**config.mk**
```make
export PLATFORM = sky130hd
export DESIGN_NAME = result_display_sequencer_flat
export DESIGN_NICKNAME = d
export VERILOG_FILES = /design/src/rtl/result_display_sequencer_if.sv /design/src/rtl/result_display_sequencer.sv /design/src/flat_wrapper.sv
export SDC_FILE = /design/constraint.sdc
export NUM_CORES = 1
export LEC_CHECK = 0
export CORE_UTILIZATION = 40
export DETAILED_ROUTE_END_ITERATION = 12
export PLACE_DENSITY_LB_ADDON = 0.08
export SLEW_MARGIN = 20
export SYNTH_ARGS = -nofsm -noshare
export SYNTH_HDL_FRONTEND = slang
export SYNTH_SLANG_ARGS = --single-unit
```
**constraint.sdc**
```tcl
create_clock -name clk -period 2.25 [get_ports clk]
set_input_delay 0.3375 -clock clk [delete_from_list [all_inputs] [get_ports clk]]
set_output_delay 0.3375 -clock clk [all_outputs]
set_load 0.03 [all_outputs]
```
**src/rtl/result_display_sequencer_if.sv**
```systemverilog
// Handshake and display bus between the ALU result register, the
// display sequencer and the four 7-segment decoder instances.
interface result_display_sequencer_if #(
  parameter int WIDTH = 14
);
  logic             load;
  logic [WIDTH-1:0] value;
  logic             error;
  logic [4:0]       char3;
  logic [4:0]       char2;
  logic [4:0]       char1;
  logic [4:0]       char0;
  logic [3:0]       en;
  logic             busy;
  logic             done;

  modport master (
    output load, value, error,
    input  char3, char2, char1, char0, en, busy, done
  );

  modport slave (
    input  load, value, error,
    output char3, char2, char1, char0, en, busy, done
  );
endinterface

```
**src/rtl/result_display_sequencer.sv**
```systemverilog
// Turns a signed result into four 7-segment character codes, one
// power-of-ten subtraction per clock, with blanking, sign and Err/oF patterns.
module result_display_sequencer #(
  parameter int WIDTH = 14
) (
  input logic                       clk,
  input logic                       reset,
  result_display_sequencer_if.slave bus
);

  localparam int CW = WIDTH + 1;
  localparam logic signed [CW-1:0] MAX_VAL = CW'(9999);
  localparam logic signed [CW-1:0] MIN_VAL = CW'(-999);

  localparam logic [4:0] CH_F     = 5'd10;
  localparam logic [4:0] CH_MINUS = 5'd11;
  localparam logic [4:0] CH_O     = 5'd12;
  localparam logic [4:0] CH_R     = 5'd13;
  localparam logic [4:0] CH_E     = 5'd14;

  typedef enum logic [1:0] {IDLE, CHECK, SUB, FORMAT} state_t;

  state_t                 state_q, state_n;
  logic [WIDTH-1:0]       val_q, val_n;
  logic                   err_q, err_n;
  logic                   neg_q, neg_n;
  logic [WIDTH-1:0]       mag_q, mag_n;
  logic [3:0]             d3_q, d3_n, d2_q, d2_n, d1_q, d1_n;
  logic [1:0]             place_q, place_n;
  logic [4:0]             c3_q, c3_n, c2_q, c2_n, c1_q, c1_n, c0_q, c0_n;
  logic [3:0]             en_q, en_n;
  logic                   done_q, done_n;
  logic [1:0]             k;
  logic signed [CW-1:0]   val_ext;
  logic [WIDTH-1:0]       abs_val;

  assign val_ext = CW'($signed(val_q));
  assign abs_val = val_q[WIDTH-1] ? ((~val_q) + WIDTH'(1)) : val_q;

  always_ff @(posedge clk) begin
    if (reset) begin
      state_q <= IDLE;
      val_q   <= '0;
      err_q   <= 1'b0;
      neg_q   <= 1'b0;
      mag_q   <= '0;
      d3_q    <= '0;
      d2_q    <= '0;
      d1_q    <= '0;
      place_q <= '0;
      c3_q    <= '0;
      c2_q    <= '0;
      c1_q    <= '0;
      c0_q    <= '0;
      en_q    <= 4'b0001;
      done_q  <= 1'b0;
    end else begin
      state_q <= state_n;
      val_q   <= val_n;
      err_q   <= err_n;
      neg_q   <= neg_n;
      mag_q   <= mag_n;
      d3_q    <= d3_n;
      d2_q    <= d2_n;
      d1_q    <= d1_n;
      place_q <= place_n;
      c3_q    <= c3_n;
      c2_q    <= c2_n;
      c1_q    <= c1_n;
      c0_q    <= c0_n;
      en_q    <= en_n;
      done_q  <= done_n;
    end
  end

  // The final display is registered on the edge that enters FORMAT, so the
  // chars are valid in the same cycle done is high; FORMAT then acts as idle.
  always_comb begin
    state_n = state_q;
    val_n   = val_q;
    err_n   = err_q;
    neg_n   = neg_q;
    mag_n   = mag_q;
    d3_n    = d3_q;
    d2_n    = d2_q;
    d1_n    = d1_q;
    place_n = place_q;
    c3_n    = c3_q;
    c2_n    = c2_q;
    c1_n    = c1_q;
    c0_n    = c0_q;
    en_n    = en_q;
    done_n  = 1'b0;

    k = 2'd0;
    if (d1_q != 4'd0) k = 2'd1;
    if (d2_q != 4'd0) k = 2'd2;
    if (d3_q != 4'd0) k = 2'd3;

    case (state_q)
      IDLE, FORMAT: begin
        state_n = IDLE;
        if (bus.load) begin
          val_n   = bus.value;
          err_n   = bus.error;
          state_n = CHECK;
        end
      end

      CHECK: begin
        if (err_q) begin
          c2_n    = CH_E;
          c1_n    = CH_R;
          c0_n    = CH_R;
          en_n    = 4'b0111;
          done_n  = 1'b1;
          state_n = IDLE;
        end else if (val_ext > MAX_VAL || val_ext < MIN_VAL) begin
          c1_n    = CH_O;
          c0_n    = CH_F;
          en_n    = 4'b0011;
          done_n  = 1'b1;
          state_n = IDLE;
        end else begin
          neg_n   = val_q[WIDTH-1];
          mag_n   = abs_val;
          d3_n    = '0;
          d2_n    = '0;
          d1_n    = '0;
          place_n = 2'd0;
          state_n = SUB;
        end
      end

      SUB: begin
        case (place_q)
          2'd0: begin
            if (mag_q >= WIDTH'(1000)) begin
              mag_n = mag_q - WIDTH'(1000);
              d3_n  = d3_q + 4'd1;
            end else begin
              place_n = 2'd1;
            end
          end
          2'd1: begin
            if (mag_q >= WIDTH'(100)) begin
              mag_n = mag_q - WIDTH'(100);
              d2_n  = d2_q + 4'd1;
            end else begin
              place_n = 2'd2;
            end
          end
          default: begin
            if (mag_q >= WIDTH'(10)) begin
              mag_n = mag_q - WIDTH'(10);
              d1_n  = d1_q + 4'd1;
            end else begin
              // Remaining magnitude is the units digit; blank above digit k
              // and put the minus sign just left of it.
              c0_n = {1'b0, mag_q[3:0]};
              case (k)
                2'd3: begin
                  c3_n = {1'b0, d3_q};
                  c2_n = {1'b0, d2_q};
                  c1_n = {1'b0, d1_q};
                  en_n = 4'b1111;
                end
                2'd2: begin
                  c2_n = {1'b0, d2_q};
                  c1_n = {1'b0, d1_q};
                  en_n = 4'b0111;
                  if (neg_q) begin
                    c3_n = CH_MINUS;
                    en_n = 4'b1111;
                  end
                end
                2'd1: begin
                  c1_n = {1'b0, d1_q};
                  en_n = 4'b0011;
                  if (neg_q) begin
                    c2_n = CH_MINUS;
                    en_n = 4'b0111;
                  end
                end
                default: begin
                  en_n = 4'b0001;
                  if (neg_q) begin
                    c1_n = CH_MINUS;
                    en_n = 4'b0011;
                  end
                end
              endcase
              done_n  = 1'b1;
              state_n = FORMAT;
            end
          end
        endcase
      end

      default: state_n = IDLE;
    endcase
  end

  assign bus.char3 = c3_q;
  assign bus.char2 = c2_q;
  assign bus.char1 = c1_q;
  assign bus.char0 = c0_q;
  assign bus.en    = en_q;
  assign bus.done  = done_q;
  assign bus.busy  = (state_q == CHECK) || (state_q == SUB);

endmodule

```
**src/flat_wrapper.sv**
```systemverilog
// flat-port wrapper written by rule: the top's interface ports become plain ports
module result_display_sequencer_flat 
#(
  parameter int WIDTH = 14
)
  (clk, reset, bus_load, bus_value, bus_error, bus_char3, bus_char2, bus_char1, bus_char0, bus_en, bus_busy, bus_done);
  result_display_sequencer_if #(.WIDTH(WIDTH)) bus_i ();
  input logic clk;
  input logic reset;
  input wire logic [$bits(bus_i.load)-1:0] bus_load;
  input wire logic [$bits(bus_i.value)-1:0] bus_value;
  input wire logic [$bits(bus_i.error)-1:0] bus_error;
  output wire logic [$bits(bus_i.char3)-1:0] bus_char3;
  output wire logic [$bits(bus_i.char2)-1:0] bus_char2;
  output wire logic [$bits(bus_i.char1)-1:0] bus_char1;
  output wire logic [$bits(bus_i.char0)-1:0] bus_char0;
  output wire logic [$bits(bus_i.en)-1:0] bus_en;
  output wire logic [$bits(bus_i.busy)-1:0] bus_busy;
  output wire logic [$bits(bus_i.done)-1:0] bus_done;
  assign bus_i.load = bus_load;
  assign bus_i.value = bus_value;
  assign bus_i.error = bus_error;
  assign bus_char3 = bus_i.char3;
  assign bus_char2 = bus_i.char2;
  assign bus_char1 = bus_i.char1;
  assign bus_char0 = bus_i.char0;
  assign bus_en = bus_i.en;
  assign bus_busy = bus_i.busy;
  assign bus_done = bus_i.done;
  result_display_sequencer #(.WIDTH(WIDTH)) u_core (.clk(clk), .reset(reset), .bus(bus_i));
endmodule
```
==> impl_metrics.prom, run 1 <==
# TYPE chip_impl_metric gauge
chip_impl_info{name="outcome",value="finished, violations left"} 1
chip_impl_info{name="violations",value="negative setup slack"} 1
chip_impl_info{name="synth.top_cells.by_area",value="dfxtp_1, nand2_1, ha_1"} 1
chip_impl_metric{name="synth_mux_area_share",unit="%"} 2.12
chip_impl_metric{name="gr_util_met2",unit="%"} 38.1
chip_impl_metric{name="crit_path_buffers_inverters",unit=""} 5
chip_impl_metric{name="critPathArrivalTime",unit="ps"} 2500
chip_impl_info{name="dominantRegCellSynth",value="dfxtp_1"} 1
chip_impl_metric{name="internal-power",unit="mW"} 2.35
chip_impl_metric{name="fillers",unit=""} 1001
chip_impl_metric{name="timing.final.setup_violations",unit=""} 1
chip_impl_metric{name="post-route-min-period",unit="ps"} 2260
chip_impl_metric{name="synth_enable_flop_cells",unit=""} 0
chip_impl_metric{name="fmax",unit="GHz"} 0.443
chip_impl_metric{name="synth_sequential_area_ratio",unit="%"} 30.7
chip_impl_metric{name="grt_util_met3",unit="%"} 5.13
chip_impl_metric{name="drc",unit=""} 0
chip_impl_metric{name="synth_compound_gate_area_share",unit="%"} 26.1
chip_impl_metric{name="post_drt_wl_per_cell",unit="um"} 16.9
chip_impl_metric{name="grt_pass1_wl",unit="um"} 21600
chip_impl_metric{name="ys_ff_latch",unit=""} 66
chip_impl_info{name="min-delay-start",value="reset"} 1
chip_impl_metric{name="drt_first_pass_iters",unit=""} 4
chip_impl_metric{name="timing.max_cap.violations",unit=""} 0
chip_impl_metric{name="final_hold_viol_count",unit=""} 0
chip_impl_metric{name="vdd.ir_drop.worst",unit="mV"} 0.412
chip_impl_metric{name="timing.critical_path.slowest_cell_delay",unit="ps"} 450
chip_impl_metric{name="clk-insertion-delay-late",unit="ps"} 360
chip_impl_metric{name="overflow_left_after_global_routing",unit=""} 0
chip_impl_metric{name="post_synth_inst_count",unit=""} 554
chip_impl_metric{name="numCtsBuffers",unit=""} 9
chip_impl_metric{name="route.antenna.remaining_nets",unit=""} 0
chip_impl_metric{name="ant_diodes",unit=""} 0
chip_impl_metric{name="synth_xor_area_share",unit="%"} 3.86
chip_impl_metric{name="post_synth_num_cell_types",unit=""} 73
chip_impl_metric{name="post_synth_instance_area",unit="mm^2"} 0.00431
chip_impl_metric{name="power.share.combinational",unit="%"} 24.6
chip_impl_info{name="cts_tree",value="yes"} 1
chip_impl_metric{name="worst-r2r-cell-count",unit=""} 11
chip_impl_info{name="worst_hold_path_type",value="in -> reg"} 1
chip_impl_metric{name="io-pin-count",unit=""} 44
chip_impl_metric{name="chipWidth",unit="um"} 106
chip_impl_metric{name="grt_use_met1",unit="%"} 33.7
chip_impl_metric{name="final_nets",unit=""} 689
chip_impl_metric{name="first_global_vias",unit=""} 4247
chip_impl_metric{name="tritoncts_num_sinks",unit=""} 66
chip_impl_metric{name="design_power_total",unit="mW"} 3.38
chip_impl_metric{name="finClkSkew",unit="ps"} 16.2
chip_impl_metric{name="detailed_place_hpwl",unit="um"} 9740
chip_impl_metric{name="floorplan.core_area",unit="mm^2"} 0.0104
chip_impl_info{name="critPathSlowestCell",value="or3_4"} 1
chip_impl_info{name="critical_path.reg2reg.startpoint",value="u_core.mag_q[2]$_SDFFE_PP0P_"} 1
chip_impl_metric{name="synth_simple_gate_area_share",unit="%"} 25.4
chip_impl_metric{name="detail_route.vias_per_cell",unit=""} 5.58
chip_impl_metric{name="vias",unit=""} 4432
chip_impl_info{name="crit-reg2reg-capture",value="u_core.bus.char0[3]$_SDFFE_PP0P_"} 1
chip_impl_metric{name="synthArstFlopShare",unit="%"} 0
chip_impl_metric{name="adder_and_majority_cell_fraction_of_the_synthesized_area",unit="%"} 5.23
chip_impl_metric{name="cts_max_level",unit=""} 3
chip_impl_info{name="crit_type",value="reg -> reg"} 1
chip_impl_metric{name="grt_max_degree",unit=""} 58
chip_impl_metric{name="power_switching_share",unit="%"} 30.4
chip_impl_info{name="cell_breakdown_of_the_critical_path",value="inv_2, ha_4, buf_6, a211oi_4, buf_4, o211ai_4, or3_4, a21boi_4, buf_12, buf_6, a311oi_2"} 1
chip_impl_metric{name="yosysWarnings",unit=""} 0
chip_impl_metric{name="seqPwrFrac",unit="%"} 37.5
chip_impl_metric{name="period_share",unit="%"} 100
chip_impl_metric{name="antenna_found_initial",unit=""} 0
chip_impl_metric{name="dieArea",unit="mm^2"} 0.0112
chip_impl_metric{name="core.rowCount",unit=""} 37
chip_impl_metric{name="number_of_buffers_on_the_longest_clock_path",unit=""} 2
chip_impl_metric{name="timing.hold.worst_path_depth",unit=""} 3
chip_impl_metric{name="gpl.final_weighted_congestion",unit=""} 0.940
chip_impl_info{name="dominant_combinational_cell_family_by_area_after_synthesis",value="compound AO/OA/AOI/OAI gates"} 1
chip_impl_metric{name="clock_power_share",unit="%"} 37.9
chip_impl_metric{name="layout_setup_ws",unit="ps"} -9.43
chip_impl_info{name="crit_family",value="compound AO/OA/AOI/OAI gates"} 1
chip_impl_metric{name="maxSlewViolCount",unit=""} 0
chip_impl_metric{name="setup-tns-final",unit="ps"} -9.43
chip_impl_metric{name="layoutNonFillerInstCount",unit=""} 794
chip_impl_metric{name="clk_pin_slew",unit="ps"} 80
chip_impl_metric{name="port_buffers",unit=""} 38
chip_impl_metric{name="dp_worst_setup_slack",unit="ps"} -100
chip_impl_metric{name="timing.max_slew.rel_slack",unit="%"} 66.4
chip_impl_metric{name="critPathRequiredTime",unit="ps"} 2490
chip_impl_metric{name="initial_core_utilization",unit="%"} 41.6
chip_impl_metric{name="powerDensity",unit="mW/mm^2"} 569
chip_impl_metric{name="fraction_of_final_layout_cells_sized_beyond_drive_strength_1",unit="%"} 27.1
chip_impl_metric{name="power_switching",unit="mW"} 1.03
chip_impl_metric{name="gr-usage-all-layers",unit="%"} 24.5
chip_impl_metric{name="layout-area-overhead-vs-synth",unit="%"} 37.8
chip_impl_metric{name="fraction_of_post_synthesis_cell_area_in_the_top_cell_type_by_area",unit="%"} 30.7
chip_impl_metric{name="power.static_leakage",unit="nW"} 2.26
chip_impl_info{name="whs_endpoint",value="u_core.bus.char3[2]$_SDFFE_PP0P_"} 1
chip_impl_info{name="critical_path.most_common_cell",value="buf_6"} 1
chip_impl_info{name="grt_setup_unrepaired",value="yes"} 1
chip_impl_metric{name="path_max_fanout",unit=""} 7
chip_impl_info{name="crit_path_end_kind",value="flop"} 1
chip_impl_metric{name="mean_area_per_synthesized_cell",unit="um^2"} 7.78
chip_impl_metric{name="r2r_setup_slack",unit="ps"} -9
chip_impl_info{name="ctsRootBufferMaster",value="clkbuf_8"} 1
chip_impl_info{name="ys_top_cells_by_count",value="dfxtp_1, nand2_1, nor2_1"} 1
chip_impl_info{name="grt_most_used_layer",value="met2"} 1
chip_impl_metric{name="drtIter0Drc",unit=""} 264
chip_impl_metric{name="drt-total-wl",unit="um"} 13400
chip_impl_metric{name="numPlacedInstances",unit=""} 769
chip_impl_info{name="yosysTopAreaCell",value="dfxtp_1"} 1
chip_impl_metric{name="hold_ws",unit="ps"} 450
chip_impl_metric{name="height_of_the_die",unit="um"} 106
chip_impl_info{name="worstSetupStartpointType",value="flop"} 1
chip_impl_metric{name="max_slew.worst_pin.slew",unit="ps"} 500
timing repair:
action                                  4_1_cts  5_1_grt
gates resized for setup                      12       59
pin swaps                                     8       29
hold buffers                                  0        0
buffers inserted                              3        6
endpoints found under the hold margin         0        0
endpoints found under the setup margin       18       47
worst register-to-register path, stage by stage (launching register included):
cell and delay [ps]:
dfxtp_2 360, inv_2 50, ha_4 160, buf_6 120, a211oi_4 240, buf_4 170
o211ai_4 90, or3_4 450, a21boi_4 180, buf_12 140, buf_6 110, a311oi_2 90
sequential cells by signal, indices dropped and copies added, names as in the netlist:
name,count
u_core.place_q,2
u_core.bus.en,3
u_core.state_q,2
u_core.val_q,14
u_core.d3_q,4
u_core.err_q,1
u_core.bus.char0,4
u_core.bus.done,1
u_core.neg_q,1
u_core.bus.char1,4
u_core.bus.char2,4
u_core.bus.char3,4
u_core.d1_q,4
u_core.d2_q,4
u_core.mag_q,14
worst max path at each step:
stage          depth (start not counted)  slack, ps                               end                    startpoint
2_1_floorplan                          9         30  u_core.bus.char0[3]$_SDFFE_PP0P_  u_core.mag_q[2]$_SDFFE_PP0P_
3_3_place_gp                           8        -60      u_core.mag_q[6]$_SDFFE_PP0P_  u_core.mag_q[3]$_SDFFE_PP0P_
3_5_place_dp                           8       -100      u_core.mag_q[5]$_SDFFE_PP0P_  u_core.mag_q[3]$_SDFFE_PP0P_
4_1_cts                                9        -40     u_core.mag_q[10]$_SDFFE_PP0P_  u_core.mag_q[2]$_SDFFE_PP0P_
5_1_grt                               12        -80  u_core.bus.char0[1]$_SDFFE_PP0P_  u_core.mag_q[2]$_SDFFE_PP0P_
6_report                              11         -9  u_core.bus.char0[3]$_SDFFE_PP0P_  u_core.mag_q[2]$_SDFFE_PP0P_
stage by stage:
step / area, um^2 / utilization (%)
floorplan: 4320 / -
global placement: 5290 / 51.0
detailed placement: 5290 / 51.0
CTS: 5610 / 54.1
global route: 5940 / 57.3
finish: 5940 / 57.3
layout by cell type, fill, tap and decap left out, types with 11 or more instances in the layout:
master,n
ha_1,14
nor2_1,44
xnor2_1,11
a21oi_1,38
o21ai_0,19
nand2_1,64
nor3_1,15
inv_1,22
nand3_1,14
buf_4,76
clkdlybuf4s50_1,37
dfxtp_1,62
o31ai_1,14
routing by layer:
layer  vias to the layer above  part of all wire, %
li1                       2199                    -
met1                      2084                   48
met2                       127                   45
met3                        22                  5.2
met4                         0                  1.7
met5                         -                    0
power groups by stage:
stage	Clock (mW)	Combinational [mW]	Sequential (mW)
6_report	1.28	0.831	1.27
5_1_grt	1.35	0.898	1.27
4_1_cts	1.30	0.759	1.26
3_5_place_dp	0	0.740	1.29
3_3_place_gp	0	0.734	1.29
2_1_floorplan	0	0.413	1.33
cells by family (layout without fill, tap and decap cells):
group,count (synthesis),in the layout
multiplexers,9,9
AND/OR/NAND/NOR,219,219
other,2,5
buffers and inverters,63,164
XOR/XNOR,19,19
flip-flops,66,66
adder cells (fa/ha/maj),18,18
AO/OA/AOI/OAI,158,158
layout make-up:
class                      instances  area [um^2]  area share [%]
clock buffer                      10          138            2.32
multi-input combinational        428         3010            50.8
tap                              136          170            2.87
clock inverter                     6          113            1.90
timing repair buffer             124         1080            18.3
inverter                          24         90.1            1.52
sequential                        66         1330            22.4
(Power assumes the default switching activity.)
==> inputs of run 2 (changes only) <==
Settings changed: CTS_BUF_LIST from default to sky130_fd_sc_hd__clkbuf_4, GPL_TIMING_DRIVEN from default to 0.
Clock period 2.25 ns to 2.15 ns, I/O delays scaled along.
==> run 2 against run 1 <==
The run still ends with negative setup slack left. Non-clock buffer count shrank 20. Combinational power up 4.2%. Sequential share of layout area is 0.74 points higher. Setup slack got worse by 160 ps. Cell area down 2.5%.
==> impl_metrics.prom, run 2 (synthesis results as in run 1) <==
# TYPE chip_impl_metric gauge
chip_impl_info{name="outcome",value="finished, violations left"} 1
chip_impl_info{name="violations",value="negative setup slack"} 1
chip_impl_metric{name="floorplan.core_area",unit="mm^2"} 0.0104
chip_impl_metric{name="postPlaceCellArea",unit="mm^2"} 0.00489
chip_impl_info{name="grt_setup_unrepaired",value="yes"} 1
chip_impl_metric{name="powerDensity",unit="mW/mm^2"} 503
chip_impl_info{name="whs_endpoint",value="u_core.val_q[1]$_SDFFE_PP0P_"} 1
chip_impl_info{name="mostFrequentLayoutCell",value="nand2_1"} 1
chip_impl_metric{name="drt_first_pass_iters",unit=""} 7
chip_impl_info{name="min-delay-start",value="bus_value[1]"} 1
chip_impl_metric{name="power.static_leakage",unit="nW"} 2.09
chip_impl_metric{name="critPathArrivalTime",unit="ps"} 2670
chip_impl_info{name="worstSetupStartpointType",value="flop"} 1
chip_impl_metric{name="worst-r2r-cell-count",unit=""} 7
chip_impl_info{name="critical_path.reg2reg.startpoint",value="u_core.mag_q[3]$_SDFFE_PP0P_"} 1
chip_impl_info{name="cell_breakdown_of_the_critical_path",value="ha_4, or3b_4, a211oi_4, nand2b_4, o221ai_4, or4_4, o31ai_2"} 1
chip_impl_metric{name="path_max_fanout",unit=""} 6
chip_impl_info{name="grt_most_used_layer",value="met2"} 1
chip_impl_metric{name="post-route-min-period",unit="ps"} 2320
chip_impl_info{name="most_used_cells_in_the_layout_excluding_fill_and_tap_cells",value="nand2_1, dfxtp_1, nor2_1"} 1
chip_impl_info{name="worst_hold_path_type",value="in -> reg"} 1
chip_impl_metric{name="final_util",unit="%"} 55.8
chip_impl_metric{name="critPathRequiredTime",unit="ps"} 2510
chip_impl_info{name="cts_tree",value="yes"} 1
chip_impl_metric{name="post_drt_wl_per_cell",unit="um"} 18.9
chip_impl_metric{name="setup-tns-final",unit="ps"} -1760
chip_impl_metric{name="core.rowCount",unit=""} 37
chip_impl_metric{name="final_nets",unit=""} 669
chip_impl_metric{name="port_buffers",unit=""} 38
chip_impl_metric{name="fmax",unit="GHz"} 0.432
chip_impl_metric{name="drc",unit=""} 0
chip_impl_metric{name="gpl.final_weighted_congestion",unit=""} 0.964
chip_impl_metric{name="layout_setup_ws",unit="ps"} -166
chip_impl_metric{name="maxSlewViolCount",unit=""} 0
chip_impl_metric{name="numCtsBuffers",unit=""} 9
chip_impl_metric{name="first_global_vias",unit=""} 4257
chip_impl_info{name="crit_type",value="reg -> reg"} 1
chip_impl_info{name="crit_path_end_kind",value="flop"} 1
chip_impl_metric{name="layout-area-overhead-vs-synth",unit="%"} 34.3
chip_impl_metric{name="chipWidth",unit="um"} 106
chip_impl_metric{name="vdd.ir_drop.worst",unit="mV"} 0.422
chip_impl_metric{name="initial_core_utilization",unit="%"} 41.6
chip_impl_metric{name="tritoncts_num_sinks",unit=""} 66
chip_impl_metric{name="antenna_found_initial",unit=""} 0
chip_impl_metric{name="fillers",unit=""} 1025
chip_impl_metric{name="hold_ws",unit="ps"} 432
chip_impl_metric{name="clk_pin_slew",unit="ps"} 110
chip_impl_metric{name="fraction_of_final_layout_cells_sized_beyond_drive_strength_1",unit="%"} 26.7
chip_impl_metric{name="io-pin-count",unit=""} 44
chip_impl_info{name="ctsRootBufferMaster",value="clkbuf_4"} 1
chip_impl_info{name="critPathSlowestCell",value="or4_4"} 1
chip_impl_metric{name="max_slew.worst_pin.slew",unit="ps"} 847
chip_impl_metric{name="clk-insertion-delay-late",unit="ps"} 430
chip_impl_metric{name="timing.max_slew.rel_slack",unit="%"} 43.5
chip_impl_metric{name="number_of_buffers_on_the_longest_clock_path",unit=""} 2
chip_impl_metric{name="gr_util_met2",unit="%"} 41.6
chip_impl_metric{name="grt_pass1_wl",unit="um"} 22500
chip_impl_metric{name="timing.max_cap.violations",unit=""} 0
chip_impl_metric{name="detail_route.vias_per_cell",unit=""} 5.90
chip_impl_metric{name="drtIter0Drc",unit=""} 294
chip_impl_metric{name="grt_util_met3",unit="%"} 6.12
chip_impl_metric{name="route.antenna.remaining_nets",unit=""} 0
chip_impl_metric{name="period_share",unit="%"} 108
chip_impl_metric{name="detailed_place_hpwl",unit="um"} 10100
chip_impl_metric{name="drt-total-wl",unit="um"} 14600
chip_impl_metric{name="timing.final.setup_violations",unit=""} 25
chip_impl_metric{name="dieArea",unit="mm^2"} 0.0112
chip_impl_metric{name="timing.critical_path.slowest_cell_delay",unit="ps"} 540
chip_impl_metric{name="vias",unit=""} 4556
chip_impl_metric{name="final_hold_viol_count",unit=""} 0
chip_impl_metric{name="stdcell_area",unit="mm^2"} 0.00579
chip_impl_metric{name="gr-usage-all-layers",unit="%"} 26.3
chip_impl_metric{name="grt_max_degree",unit=""} 11
chip_impl_metric{name="cts_max_level",unit=""} 3
chip_impl_info{name="largest_registers_ranked_by_flip_flop_count",value="u_core.mag_q x14, u_core.val_q x14"} 1
chip_impl_metric{name="ant_diodes",unit=""} 0
chip_impl_metric{name="overflow_left_after_global_routing",unit=""} 0
chip_impl_metric{name="timing.hold.worst_path_depth",unit=""} 3
chip_impl_metric{name="grt_use_met1",unit="%"} 35.3
chip_impl_info{name="crit-reg2reg-capture",value="u_core.mag_q[4]$_SDFFE_PP0P_"} 1
chip_impl_metric{name="height_of_the_die",unit="um"} 106
chip_impl_metric{name="r2r_setup_slack",unit="ps"} -170
chip_impl_metric{name="finClkSkew",unit="ps"} 9.22
run 2: changes by cell type in the layout (fill, tap and decap cells not counted), moves of 4 or more:
| cell | change |
|---|---|
| clkbuf_8 | -9 |
| a21oi_2 | +4 |
| clkbuf_4 | +11 |
| ha_2 | +4 |
| clkbuf_1 | +13 |
| buf_4 | -43 |
run 2: routing by layer:
layer | share of wire, % | up-vias
met4 | 2.0 | 0
met1 | 44 | 2178
li1 | - | 2163
met5 | 0 | -
met2 | 46 | 192
met3 | 7.1 | 23
run 2: stage by stage:
step	cells	power, mW	worst slack (ps)
final	772	2.91	-166
after floorplan	557	1.82	-12.0
after global routing	772	3.07	-216
after detailed placement	731	2.04	-810
after global placement	731	2.03	-879
after CTS	761	2.83	-134
run 2: layout make-up:
cell class,instances,area (um^2),area share (%)
tap,136,170,2.94
timing repair buffer,69,639,11.0
sequential,66,1340,23.1
buffer,35,229,3.96
multi-input combinational,428,3220,55.6
clock buffer,10,75.1,1.30
inverter,24,95.1,1.64
clock inverter,4,21.3,0.368
run 2: timing repair:
| item | CTS | global route |
|---|---|---|
| pin swaps | 31 | 17 |
| gates resized for setup | 90 | 53 |
| cloned | 1 | 0 |
| hold buffers | 0 | 0 |
| endpoints found under the setup margin | 50 | 48 |
| buffers inserted | 18 | 12 |
run 2: where the power goes:
group / internal [mW] / switching (mW)
clock network: 0.230 / 0.466
logic: 0.358 / 0.507
registers: 1.28 / 0.0714
run 2: worst max path at each step:
stage,start,end,slack [ps],cells past startpoint
after floorplan,u_core.mag_q[2]$_SDFFE_PP0P_,u_core.bus.char0[3]$_SDFFE_PP0P_,-10,9
after global placement,u_core.state_q[0]$_SDFFE_PP0P_,u_core.mag_q[13]$_SDFFE_PP0P_,-880,8
after detailed placement,u_core.state_q[0]$_SDFFE_PP0P_,u_core.bus.en[3]$_SDFFE_PP0P_,-810,9
after CTS,u_core.mag_q[2]$_SDFFE_PP0P_,u_core.bus.en[3]$_SDFFE_PP0P_,-130,9
after global routing,u_core.mag_q[3]$_SDFFE_PP0P_,u_core.bus.char2[0]$_SDFFE_PP0P_,-220,9
final,u_core.mag_q[3]$_SDFFE_PP0P_,u_core.mag_q[4]$_SDFFE_PP0P_,-170,7
run 2: worst max-delay path: cells and delay by family (launching register included):
family / cells / cell delay [ps]
AOI/OAI and AO/OA: 3 / 500
DFF: 1 / 430
adders and majority gates: 1 / 170
and+or+nand+nor: 3 / 1140
